File: src/rtl/nvio3_pkg.sv
// nvio3_pkg
//   Shared definitions for the link-register file and its write scheduler.
//   LK_AW / LK_DW / LK_NREG : address width, data width, register count.
//   lk_wreq_t               : one write-port transaction (valid, address, data).
//   lk_onehot()             : one-hot decode of a register address, gated by valid.
package nvio3_pkg;

  localparam int LK_AW   = 3;
  localparam int LK_DW   = 128;
  localparam int LK_NREG = 8;

  typedef struct packed {
    logic             v;
    logic [LK_AW-1:0] wa;
    logic [LK_DW-1:0] d;
  } lk_wreq_t;

  function automatic logic [LK_NREG-1:0] lk_onehot(input logic v, input logic [LK_AW-1:0] wa);
    return v ? (LK_NREG'(1) << wa) : '0;
  endfunction

endpackage

File: src/rtl/lk_rr_pick2.sv
// lk_rr_pick2
//   Combinational round-robin picker for two write ports.
//   ptr      : current round-robin start index (0..NREQ-1)
//   valid    : per-requester request bits
//   addr     : per-requester target register, packed NREQ x AW
//   g0_v/g0_idx, g1_v/g1_idx : port-0 / port-1 grant and requester index
//   zr_ready : requesters targeting register 0 (accepted without a port)
//   ptr_next : start index for the next cycle, assuming the grants are taken
module lk_rr_pick2 #(
  parameter int NREQ = 4,
  parameter int AW   = 3,
  parameter int PW   = 2
) (
  input  logic [PW-1:0]      ptr,
  input  logic [NREQ-1:0]    valid,
  input  logic [NREQ*AW-1:0] addr,
  output logic               g0_v,
  output logic [PW-1:0]      g0_idx,
  output logic               g1_v,
  output logic [PW-1:0]      g1_idx,
  output logic [NREQ-1:0]    zr_ready,
  output logic [PW-1:0]      ptr_next
);

  logic [AW-1:0]   wa [NREQ];
  logic [NREQ-1:0] nz;

  for (genvar gi = 0; gi < NREQ; gi++) begin : g_unpack
    assign wa[gi]       = addr[gi*AW +: AW];
    assign nz[gi]       = |wa[gi];
    assign zr_ready[gi] = valid[gi] & ~nz[gi];
  end

  always_comb begin
    logic [PW-1:0] idx;
    logic [AW-1:0] g0_wa;
    g0_v   = 1'b0;
    g0_idx = '0;
    g1_v   = 1'b0;
    g1_idx = '0;
    idx    = '0;
    g0_wa  = '0;
    for (int i = 0; i < NREQ; i++) begin
      idx = PW'((int'(ptr) + i) % NREQ);
      if (valid[idx] && nz[idx]) begin
        if (!g0_v) begin
          g0_v   = 1'b1;
          g0_idx = idx;
          g0_wa  = wa[idx];
        end else if (!g1_v && (wa[idx] != g0_wa)) begin
          // A same-address requester is skipped, so a later one can still
          // take port 1 and the two ports never collide.
          g1_v   = 1'b1;
          g1_idx = idx;
        end
      end
    end
    if (g1_v) begin
      ptr_next = PW'((int'(g1_idx) + 1) % NREQ);
    end else if (g0_v) begin
      ptr_next = PW'((int'(g0_idx) + 1) % NREQ);
    end else begin
      ptr_next = ptr;
    end
  end

endmodule

File: src/rtl/lk_wr_sched.sv
// lk_wr_sched
//   Write-port scheduler for the 8 x 128-bit link-register file. Grants up to
//   two nonzero-address requests per cycle, round-robin, onto two registered
//   write ports; register-0 writes are acknowledged and dropped.
//   clk, rst_n     : clock, asynchronous active-low reset
//   stall, flush   : suppress all grants this cycle (flush also wins over stall)
//   req/req_wa/req_d : per-requester request, target register, data
//   ready          : combinational per-requester acknowledge
//   wr0/wa0/i0, wr1/wa1/i1 : registered write ports to the file
//   pend           : one-hot map of registers written this cycle
//   wcnt           : running count of issued writes (wraps at 2^32)
//   AW/DW must equal the package LK_AW/LK_DW, since port state uses lk_wreq_t.
module lk_wr_sched
  import nvio3_pkg::*;
#(
  parameter int NREQ = 4,
  parameter int AW   = LK_AW,
  parameter int DW   = LK_DW
) (
  input  logic               clk,
  input  logic               rst_n,
  input  logic               stall,
  input  logic               flush,
  input  logic [NREQ-1:0]    req,
  input  logic [NREQ*AW-1:0] req_wa,
  input  logic [NREQ*DW-1:0] req_d,
  output logic [NREQ-1:0]    ready,
  output logic               wr0,
  output logic               wr1,
  output logic [AW-1:0]      wa0,
  output logic [AW-1:0]      wa1,
  output logic [DW-1:0]      i0,
  output logic [DW-1:0]      i1,
  output logic [LK_NREG-1:0] pend,
  output logic [31:0]        wcnt
);

  localparam int PW = (NREQ > 1) ? $clog2(NREQ) : 1;

  logic [PW-1:0]   ptr_reg;
  logic [PW-1:0]   ptr_next;
  logic            g0_v;
  logic            g1_v;
  logic [PW-1:0]   g0_idx;
  logic [PW-1:0]   g1_idx;
  logic [NREQ-1:0] zr_ready;
  logic            en;

  logic [AW-1:0]   wa_arr [NREQ];
  logic [DW-1:0]   d_arr  [NREQ];

  lk_wreq_t        port0_reg;
  lk_wreq_t        port1_reg;
  lk_wreq_t        port0_next;
  lk_wreq_t        port1_next;
  logic [31:0]     wcnt_reg;

  for (genvar gi = 0; gi < NREQ; gi++) begin : g_unpack
    assign wa_arr[gi] = req_wa[gi*AW +: AW];
    assign d_arr[gi]  = req_d[gi*DW +: DW];
  end

  lk_rr_pick2 #(
    .NREQ(NREQ),
    .AW  (AW),
    .PW  (PW)
  ) u_pick (
    .ptr     (ptr_reg),
    .valid   (req),
    .addr    (req_wa),
    .g0_v    (g0_v),
    .g0_idx  (g0_idx),
    .g1_v    (g1_v),
    .g1_idx  (g1_idx),
    .zr_ready(zr_ready),
    .ptr_next(ptr_next)
  );

  // rst_n is folded in so nothing is acknowledged while reset is held.
  assign en = rst_n & ~stall & ~flush;

  for (genvar gi = 0; gi < NREQ; gi++) begin : g_ready
    assign ready[gi] = en & (zr_ready[gi]
                           | (g0_v && (g0_idx == PW'(gi)))
                           | (g1_v && (g1_idx == PW'(gi))));
  end

  always_comb begin
    port0_next.v  = en & g0_v;
    port0_next.wa = wa_arr[g0_idx];
    port0_next.d  = d_arr[g0_idx];
    port1_next.v  = en & g1_v;
    port1_next.wa = wa_arr[g1_idx];
    port1_next.d  = d_arr[g1_idx];
  end

  always_ff @(posedge clk or negedge rst_n) begin
    if (!rst_n) begin
      ptr_reg   <= '0;
      port0_reg <= '0;
      port1_reg <= '0;
      wcnt_reg  <= '0;
    end else begin
      if (en) begin
        ptr_reg <= ptr_next;
      end
      port0_reg.v <= port0_next.v;
      port1_reg.v <= port1_next.v;
      // Address/data only move on a grant; idle ports keep their last values.
      if (port0_next.v) begin
        port0_reg.wa <= port0_next.wa;
        port0_reg.d  <= port0_next.d;
      end
      if (port1_next.v) begin
        port1_reg.wa <= port1_next.wa;
        port1_reg.d  <= port1_next.d;
      end
      wcnt_reg <= wcnt_reg + 32'(port0_next.v) + 32'(port1_next.v);
    end
  end

  assign wr0  = port0_reg.v;
  assign wa0  = port0_reg.wa;
  assign i0   = port0_reg.d;
  assign wr1  = port1_reg.v;
  assign wa1  = port1_reg.wa;
  assign i1   = port1_reg.d;
  assign wcnt = wcnt_reg;
  assign pend = (lk_onehot(wr0, wa0) | lk_onehot(wr1, wa1)) & ~LK_NREG'(1);

endmodule

File: config.mk
export PLATFORM = sky130hd
export DESIGN_NAME = lk_wr_sched
export DESIGN_NICKNAME = d
export VERILOG_FILES = /design/src/rtl/nvio3_pkg.sv /design/src/rtl/lk_rr_pick2.sv /design/src/rtl/lk_wr_sched.sv
export SDC_FILE = /design/constraint.sdc
export NUM_CORES = 1
export LEC_CHECK = 0
export BUFFER_PORTS_ARGS = -buffer_cell sky130_fd_sc_hd__buf_2
export CORE_AREA = 2 2 325 327
export DETAILED_ROUTE_END_ITERATION = 8
export DIE_AREA = 0 0 327 329
export SLEW_MARGIN = 20
export SYNTH_ARGS = -nofsm -noshare
export SYNTH_HDL_FRONTEND = slang
export SYNTH_SLANG_ARGS = --single-unit
export TNS_END_PERCENT = 10
File: constraint.sdc
create_clock -name clk -period 5.2 [get_ports clk]
set_input_delay 0 -clock clk [delete_from_list [all_inputs] [get_ports clk]]
set_output_delay 0 -clock clk [all_outputs]
set_load 0.005 [all_outputs]
==> flow_metrics.py, run 1 <==
metrics = {
    "cells_and_area": {
        "layout-drive-gt1-share_pct": 27.7,
        "num-nets-final": 4889,
        "layout_area_growth_over_synthesis_pct": 54.3,
        "final.fill_count": 10380,
    },
    "logic_synthesis": {
        "yosys_warnings": 0,
        "yosysTopAreaCell": "sky130_fd_sc_hd__dfrtp_1",
        "synthesis.area_um2": 25500,
        "synthesis.instances": 2997,
        "postSynthAreaPerCell_um2": 8.49,
        "synth-async-reset-ratio_pct": 100,
        "synth_largest_type_area_fraction_pct": 29.3,
        "synth_enable_flop_cells": 0,
        "seq_area_frac_synth_pct": 29.3,
        "post_synth_main_area_contributors": "sky130_fd_sc_hd__dfrtp_1, sky130_fd_sc_hd__mux4_2, sky130_fd_sc_hd__nand2_1, sky130_fd_sc_hd__mux2i_1, sky130_fd_sc_hd__mux2_1",
        "synth.net_count": 3532,
        "yosys_register_bits": 298,
        "synth_cell_types": 70,
        "synth-main-ff-cell": "sky130_fd_sc_hd__dfrtp_1",
    },
    "worst_setup_path": {
        "critical_path.max_fanout": 144,
        "timing.critical_path.to_type": "flop",
        "critical_path.slowest_cell": "sky130_fd_sc_hd__mux4_2",
        "crit_path_cell_trace": "inv_2, mux4_2, or4_1, or4_4, a211o_1, nor2b_4, buf_12, buf_16, nor2_1, a31oi_1, dlygate4sd3_1",
        "critical_path_buf_inv_count": 4,
        "cp_data_arrival_time_ns": 5.59,
        "critical-path-max-stage-delay_ns": 0.66,
        "worst_setup_path_start_kind": "flop",
        "critical_path.top_delay_family": "buffers and inverters",
        "setup.worst_path.class": "flop to flop",
        "worst_ep_required_time_ns": 5.66,
    },
    "cts": {
        "cts.sinks": 298,
        "cts_buffer_depth": 3,
        "tritoncts_clock_tree": "done",
        "cts_buffers": 43,
        "clock-root-buffer": "sky130_fd_sc_hd__clkbuf_16",
        "clk_transition_reported_paths_ns": 0.06,
        "cts-htree-levels": 2,
        "clk_latency_ns": 0.61,
    },
    "power_and_ir_drop": {
        "peakVddDrop_uv": 542,
        "power.density_nw_per_um2": 641,
        "static-leakage-power_nw": 17.8,
    },
    "timing": {
        "rsz_0062_raised_after_global_routing": "yes",
        "normalized_max_slew_margin_pct": 24.6,
        "setup_viol_count_final": 0,
        "min_period_ns": 5.12,
        "final.setup.worst_slack_ns": 0.0768,
        "finalHoldViolCount": 0,
        "fin_crit_sh_pct": 98.5,
        "clock_skew_ns": 0.0305,
        "finalSetupTns_ns": 0,
        "max_freq_ghz": 0.195,
        "timing_max_transition_violations_final": 0,
        "hold_slack_ns": 0.0545,
        "worst_max_slew_pin_slew_ns": 1.13,
    },
    "detailed_routing": {
        "detail_route.wirelength.met1_mm": 48.4,
        "route.antenna.remaining_nets": 0,
        "dr.first_iter.drc_count": 2763,
        "detail_route.wirelength_mm": 126,
        "detail_route.first_pass.iterations": 8,
        "routed_wire_length_per_instance_um": 21.8,
        "num_vias": 30965,
        "wl_met3_mm": 12.4,
        "dr.max_layer_used": "met5",
        "drc": 0,
        "post_drt_via_cell_ratio": 5.33,
        "wl_met2_mm": 58.0,
    },
    "min_path": {
        "timing.hold.worst.class": "input port to flop",
    },
    "floorplan": {
        "die_extent_in_x_um": 327,
        "die_area_um2": 108000,
        "std_cell_rows": 119,
        "starting_density_of_the_core_pct": 24.4,
        "design.core.area_um2": 104000,
        "design.portCount": 840,
        "chipHeight_um": 329,
    },
    "grt": {
        "grt_usage_pct": 22.3,
        "largest_net_degree_at_the_start_of_global_routing": 186,
        "globalRouteOverflowTotal": 0,
        "first_global_vias": 30854,
        "grt_antenna_before_repair": 26,
        "grt_pass1_wl_mm": 187,
    },
    "placement": {
        "hpwl_mm": 81.0,
        "gp_routability_congestion": 0.927,
        "place_ws_ns": 0.614,
        "port_buffers": 838,
    },
    "run": {
        "maxCapViolations": 0,
    },
    "outcome": {
        "outcome": "finished clean",
    },
}
## final timing paths
kind                                   startpoint             endpoint  slack [ns]  depth (start not counted)
min                                    req_d[439]   i1[55]$_DFFE_PN0P_        0.05                          5
max reg2reg                ptr_reg[0]$_DFFE_PN0P_   i1[22]$_DFFE_PN0P_        0.08                         11
min in group asynchronous                   rst_n  i0[108]$_DFFE_PN0P_        0.63                          4
max                        ptr_reg[0]$_DFFE_PN0P_   i1[22]$_DFFE_PN0P_        0.08                         11
max in group asynchronous                   rst_n   i1[41]$_DFFE_PN0P_        3.00                          5
min reg2reg                   i0[109]$_DFFE_PN0P_  i0[109]$_DFFE_PN0P_        0.46                          2
## stage by stage
step / cell area (um2) / cells / util, % / power (mW)
global route: 39300 / 5796 / 37.6 / 26.7
global placement: 30700 / 5002 / 29.4 / 18.4
CTS: 39100 / 5774 / 37.5 / 24.7
detailed placement: 30700 / 5002 / 29.4 / 18.5
finish: 39300 / 5807 / 37.6 / 25.2
floorplan: 25500 / 2997 / - / 13.9
## worst min-delay path: stages
cell	delay [ns]
sky130_fd_sc_hd__buf_2	0.11
sky130_fd_sc_hd__or2_1	0.22
sky130_fd_sc_hd__a21oi_1	0.11
sky130_fd_sc_hd__or3_1	0.10
sky130_fd_sc_hd__a31oi_1	0.07
## synth_stat cells, drive strengths merged, types with 5 or more instances
master and instances:
a21oi 148, a31oi 132, a32oi 5, and3 10
buf 118, clkbuf 173, dfrtp 298, inv 19
mux2 129, mux2i 141, mux4 145, nand2 691
nand2b 8, nand3 17, nand4 8, nor2 290
nor2b 5, nor3 16, o211ai 129, o21ai 14
o22ai 138, o31ai 6, or2 130, or3 130
xnor2 26, xor2 16
## layout by cell type (no fill, tap or decap), drive strengths merged, types with 132 or more instances in the layout
master       instances
buf                908
dlygate4sd3        694
nand2              691
dfrtp              298
nor2               290
a21oi              148
mux4               145
mux2i              141
o22ai              138
a31oi              132
## cell families (layout without fill, tap and decap cells)
logic type	after synthesis	after routing	share of synthesized area, %
other	1	31	0.0147
and+or+nand+nor	1321	1321	22.8
muxes	415	415	24.1
AOI/OAI and AO/OA	607	607	15.9
buffers and inverters	310	1699	6.28
xor gates and xnor gates	42	42	1.45
adders and majority gates	3	3	0.177
DFF	298	298	29.3
## what timing repair did
| action | in CTS | in global routing |
|---|---|---|
| hold buffers | 695 | 0 |
| endpoints found under the hold margin | 501 | 0 |
| setup buffers | 0 | 2 |
| gates resized for setup | 0 | 7 |
| setup endpoints to repair | 0 | 84 |
## final cells by class
cell class / instances / area [um2] / area share [%]
multi-input combinational: 2389 / 16500 / 42.0
timing repair buffer: 1603 / 12000 / 30.5
antenna: 30 / 75.1 / 0.191
clock buffer: 60 / 1250 / 3.19
tap: 1391 / 1740 / 4.43
clock inverter: 17 / 216 / 0.551
sequential: 298 / 7460 / 19.0
inverter: 19 / 76.3 / 0.194
## metal layers
| metal | track usage (%) | vias up |
|---|---|---|
| met4 | 12.5 | 10 |
| met2 | 35.6 | 1886 |
| met5 | 0 | - |
| met3 | 6.48 | 515 |
| met1 | 26.8 | 15015 |
| li1 | - | 13539 |
## where the power goes
part / internal (mW) / total (mW) / switching, mW
Clock: 1.88 / 3.16 / 1.28
Combinational: 8.67 / 17.9 / 9.23
Sequential: 3.35 / 4.10 / 0.746
Total: 13.9 / 25.2 / 11.3
Power figures use the tool's default switching activity.
==> inputs of run 2 (changes only) <==
--- a/config.mk
+++ b/config.mk
@@ -9,6 +9,8 @@
 export CORE_AREA = 2 2 325 327
 export DETAILED_ROUTE_END_ITERATION = 8
 export DIE_AREA = 0 0 327 329
+export HOLD_SLACK_MARGIN = 0.06
+export RECOVER_POWER = 25
 export SLEW_MARGIN = 20
 export SYNTH_ARGS = -nofsm -noshare
 export SYNTH_HDL_FRONTEND = slang
==> run 2 against run 1 <==
  * The flow now finishes with violations (DRC, capacitance limit, slew limit)
  * Hold slack better by 0.092 ns
  * Clock skew up 0.0039 ns
  * Register-to-register slack about the same
  * Via count up 2.1%
  * Critical path depth up 4
  * Sequential power about the same
  * Die area unchanged
  * Non-clock buffer count up 90
  * Maximum frequency down 0.23%
  * Flip-flop and latch count unchanged
  * Global-route usage up 0.44 points
  * Clock power about the same
  * Critical endpoint is now i1[103]$_DFFE_PN0P_
==> flow_metrics.py, run 2 (synthesis gave the netlist of run 1 again) <==
metrics = {
    "worst_setup_path": {
        "critical_path.max_fanout": 53,
        "timing.critical_path.to_type": "flop",
        "worst_setup_path_start_kind": "flop",
        "cp_data_arrival_time_ns": 5.68,
        "setup.worst_path.class": "flop to flop",
        "worst_ep_required_time_ns": 5.75,
    },
    "timing": {
        "normalized_max_slew_margin_pct": -49.9,
        "worst_max_slew_pin_slew_ns": 2.25,
        "finalHoldViolCount": 0,
        "timing_max_transition_violations_final": 37,
        "max_freq_ghz": 0.195,
        "final.setup.worst_slack_ns": 0.0649,
        "clock_skew_ns": 0.0345,
        "fin_crit_sh_pct": 98.8,
        "setup_viol_count_final": 0,
        "min_period_ns": 5.14,
    },
    "grt": {
        "global_route.usage.met2_pct": 36.1,
        "met1_usage_pct": 27.0,
        "first_global_vias": 31858,
        "grt_antenna_before_repair": 24,
        "met3_usage_pct": 6.82,
        "grt_pass1_wl_mm": 191,
        "largest_net_degree_at_the_start_of_global_routing": 186,
        "busiest_grt_layer": "met2",
        "grt_usage_pct": 22.7,
        "globalRouteOverflowTotal": 0,
    },
    "cts": {
        "cts-htree-levels": 2,
        "tritoncts_clock_tree": "done",
        "cts.sinks": 298,
        "clk_transition_reported_paths_ns": 0.06,
        "cts_buffer_depth": 3,
        "clk_latency_ns": 0.62,
        "cts_buffers": 43,
        "clock-root-buffer": "sky130_fd_sc_hd__clkbuf_16",
    },
    "power_and_ir_drop": {
        "static-leakage-power_nw": 17.7,
        "peakVddDrop_uv": 538,
        "power.density_nw_per_um2": 634,
    },
    "detailed_routing": {
        "drc": 1,
        "routed_wire_length_per_instance_um": 21.9,
        "dr.first_iter.drc_count": 2810,
        "num_vias": 31626,
        "detail_route.first_pass.iterations": 8,
        "route.antenna.remaining_nets": 0,
        "post_drt_via_cell_ratio": 5.37,
        "detail_route.wirelength_mm": 129,
    },
    "placement": {
        "place.detailed.instances": 5002,
        "place_ws_ns": 0.614,
        "gp_routability_congestion": 0.927,
        "hpwl_mm": 81.0,
        "port_buffers": 838,
        "postPlaceCellArea_um2": 30700,
    },
    "cells_and_area": {
        "finish.instance_area_um2": 40000,
        "final.fill_count": 10262,
        "num-nets-final": 4979,
        "final-instance-count-excl-fill": 5893,
        "layout_area_growth_over_synthesis_pct": 57.0,
        "layout_common_cells": "sky130_fd_sc_hd__dlygate4sd3_1, sky130_fd_sc_hd__buf_2, sky130_fd_sc_hd__nand2_1, sky130_fd_sc_hd__dfrtp_1, sky130_fd_sc_hd__nor2_1",
        "layout-drive-gt1-share_pct": 24.1,
        "most_common_library_cell_in_the_layout_ignoring_fill_and_taps": "sky130_fd_sc_hd__dlygate4sd3_1",
    },
    "outcome": {
        "failed_checks": "DRC, capacitance limit, slew limit",
        "outcome": "complete, but fails checks",
    },
    "floorplan": {
        "design.portCount": 840,
        "die_area_um2": 108000,
        "starting_density_of_the_core_pct": 24.4,
        "std_cell_rows": 119,
        "die_extent_in_x_um": 327,
        "design.core.area_um2": 104000,
        "chipHeight_um": 329,
    },
    "min_path": {
        "timing.hold.worst.class": "input port to flop",
    },
    "run": {
        "maxCapViolations": 1,
    },
}
## run 2: final timing paths
path	slack [ns]	start	endpoint	cells past startpoint
min	0.15	req_wa[6]	wa0[0]$_DFFE_PN0P_	4
min in group asynchronous	1.30	rst_n	i1[1]$_DFFE_PN0P_	4
min reg2reg	0.47	i0[28]$_DFFE_PN0P_	i0[28]$_DFFE_PN0P_	2
max in group asynchronous	1.92	rst_n	i1[88]$_DFFE_PN0P_	4
max	0.06	ptr_reg[0]$_DFFE_PN0P_	i1[103]$_DFFE_PN0P_	15
max reg2reg	0.06	ptr_reg[0]$_DFFE_PN0P_	i1[103]$_DFFE_PN0P_	15
## run 2: critical path, cell delays in order, from the launching register on
cell and delay (ns):
sky130_fd_sc_hd__dfrtp_4 0.57, sky130_fd_sc_hd__clkinv_2 0.19, sky130_fd_sc_hd__buf_4 0.22, sky130_fd_sc_hd__mux4_2 0.53, sky130_fd_sc_hd__nor3_1 0.29, sky130_fd_sc_hd__nor3b_2 0.13, sky130_fd_sc_hd__and2_4 0.19, sky130_fd_sc_hd__buf_6 0.20
sky130_fd_sc_hd__a22oi_2 0.30, sky130_fd_sc_hd__buf_4 0.18, sky130_fd_sc_hd__buf_12 0.24, sky130_fd_sc_hd__o22ai_1 0.15, sky130_fd_sc_hd__dlygate4sd3_1 0.58, sky130_fd_sc_hd__or3_1 0.35, sky130_fd_sc_hd__a31oi_1 0.21, sky130_fd_sc_hd__dlygate4sd3_1 0.59
## run 2: repair_timing
| item | 4_1_cts | 5_1_grt |
|---|---|---|
| hold buffers | 783 | 0 |
| gates resized for setup | 0 | 8 |
| setup endpoints to repair | 0 | 84 |
| endpoints found under the hold margin | 503 | 0 |
| buffers inserted | 0 | 4 |
## run 2: power by group
part | leakage [nW] | internal [mW] | switching, mW
registers | 3.57 | 3.36 | 0.758
clock network | 0.720 | 1.88 | 1.29
logic | 13.4 | 8.72 | 9.34
## run 2: stage by stage
step	hold slack, ns	util, %	TNS (ns)	power (mW)
floorplan	-0.296	-	0	13.9
global placement	-0.0524	29.4	0	18.4
detailed placement	-0.0580	29.4	0	18.5
CTS	0.0664	38.3	0	24.9
global route	0.143	38.3	-0.0486	26.9
finish	0.147	38.3	0	25.4
## run 2: cell type report
cell class | instances | area, um2 | share of cell area [%]
multi-input cells | 2389 | 16500 | 41.3
flip-flops and latches | 298 | 7460 | 18.7
well taps | 1391 | 1740 | 4.36
diodes | 26 | 65.1 | 0.163
clock inverters | 17 | 216 | 0.542
clock buffers | 60 | 1250 | 3.13
repair buffers | 1693 | 12700 | 31.7
inverters | 19 | 77.6 | 0.194
## run 2: layer usage
metal  wire [um]  vias up
met3       12700      565
met5         171        -
li1            -    13718
met4        8230       14
met2       58800     2037
met1       48900    15292
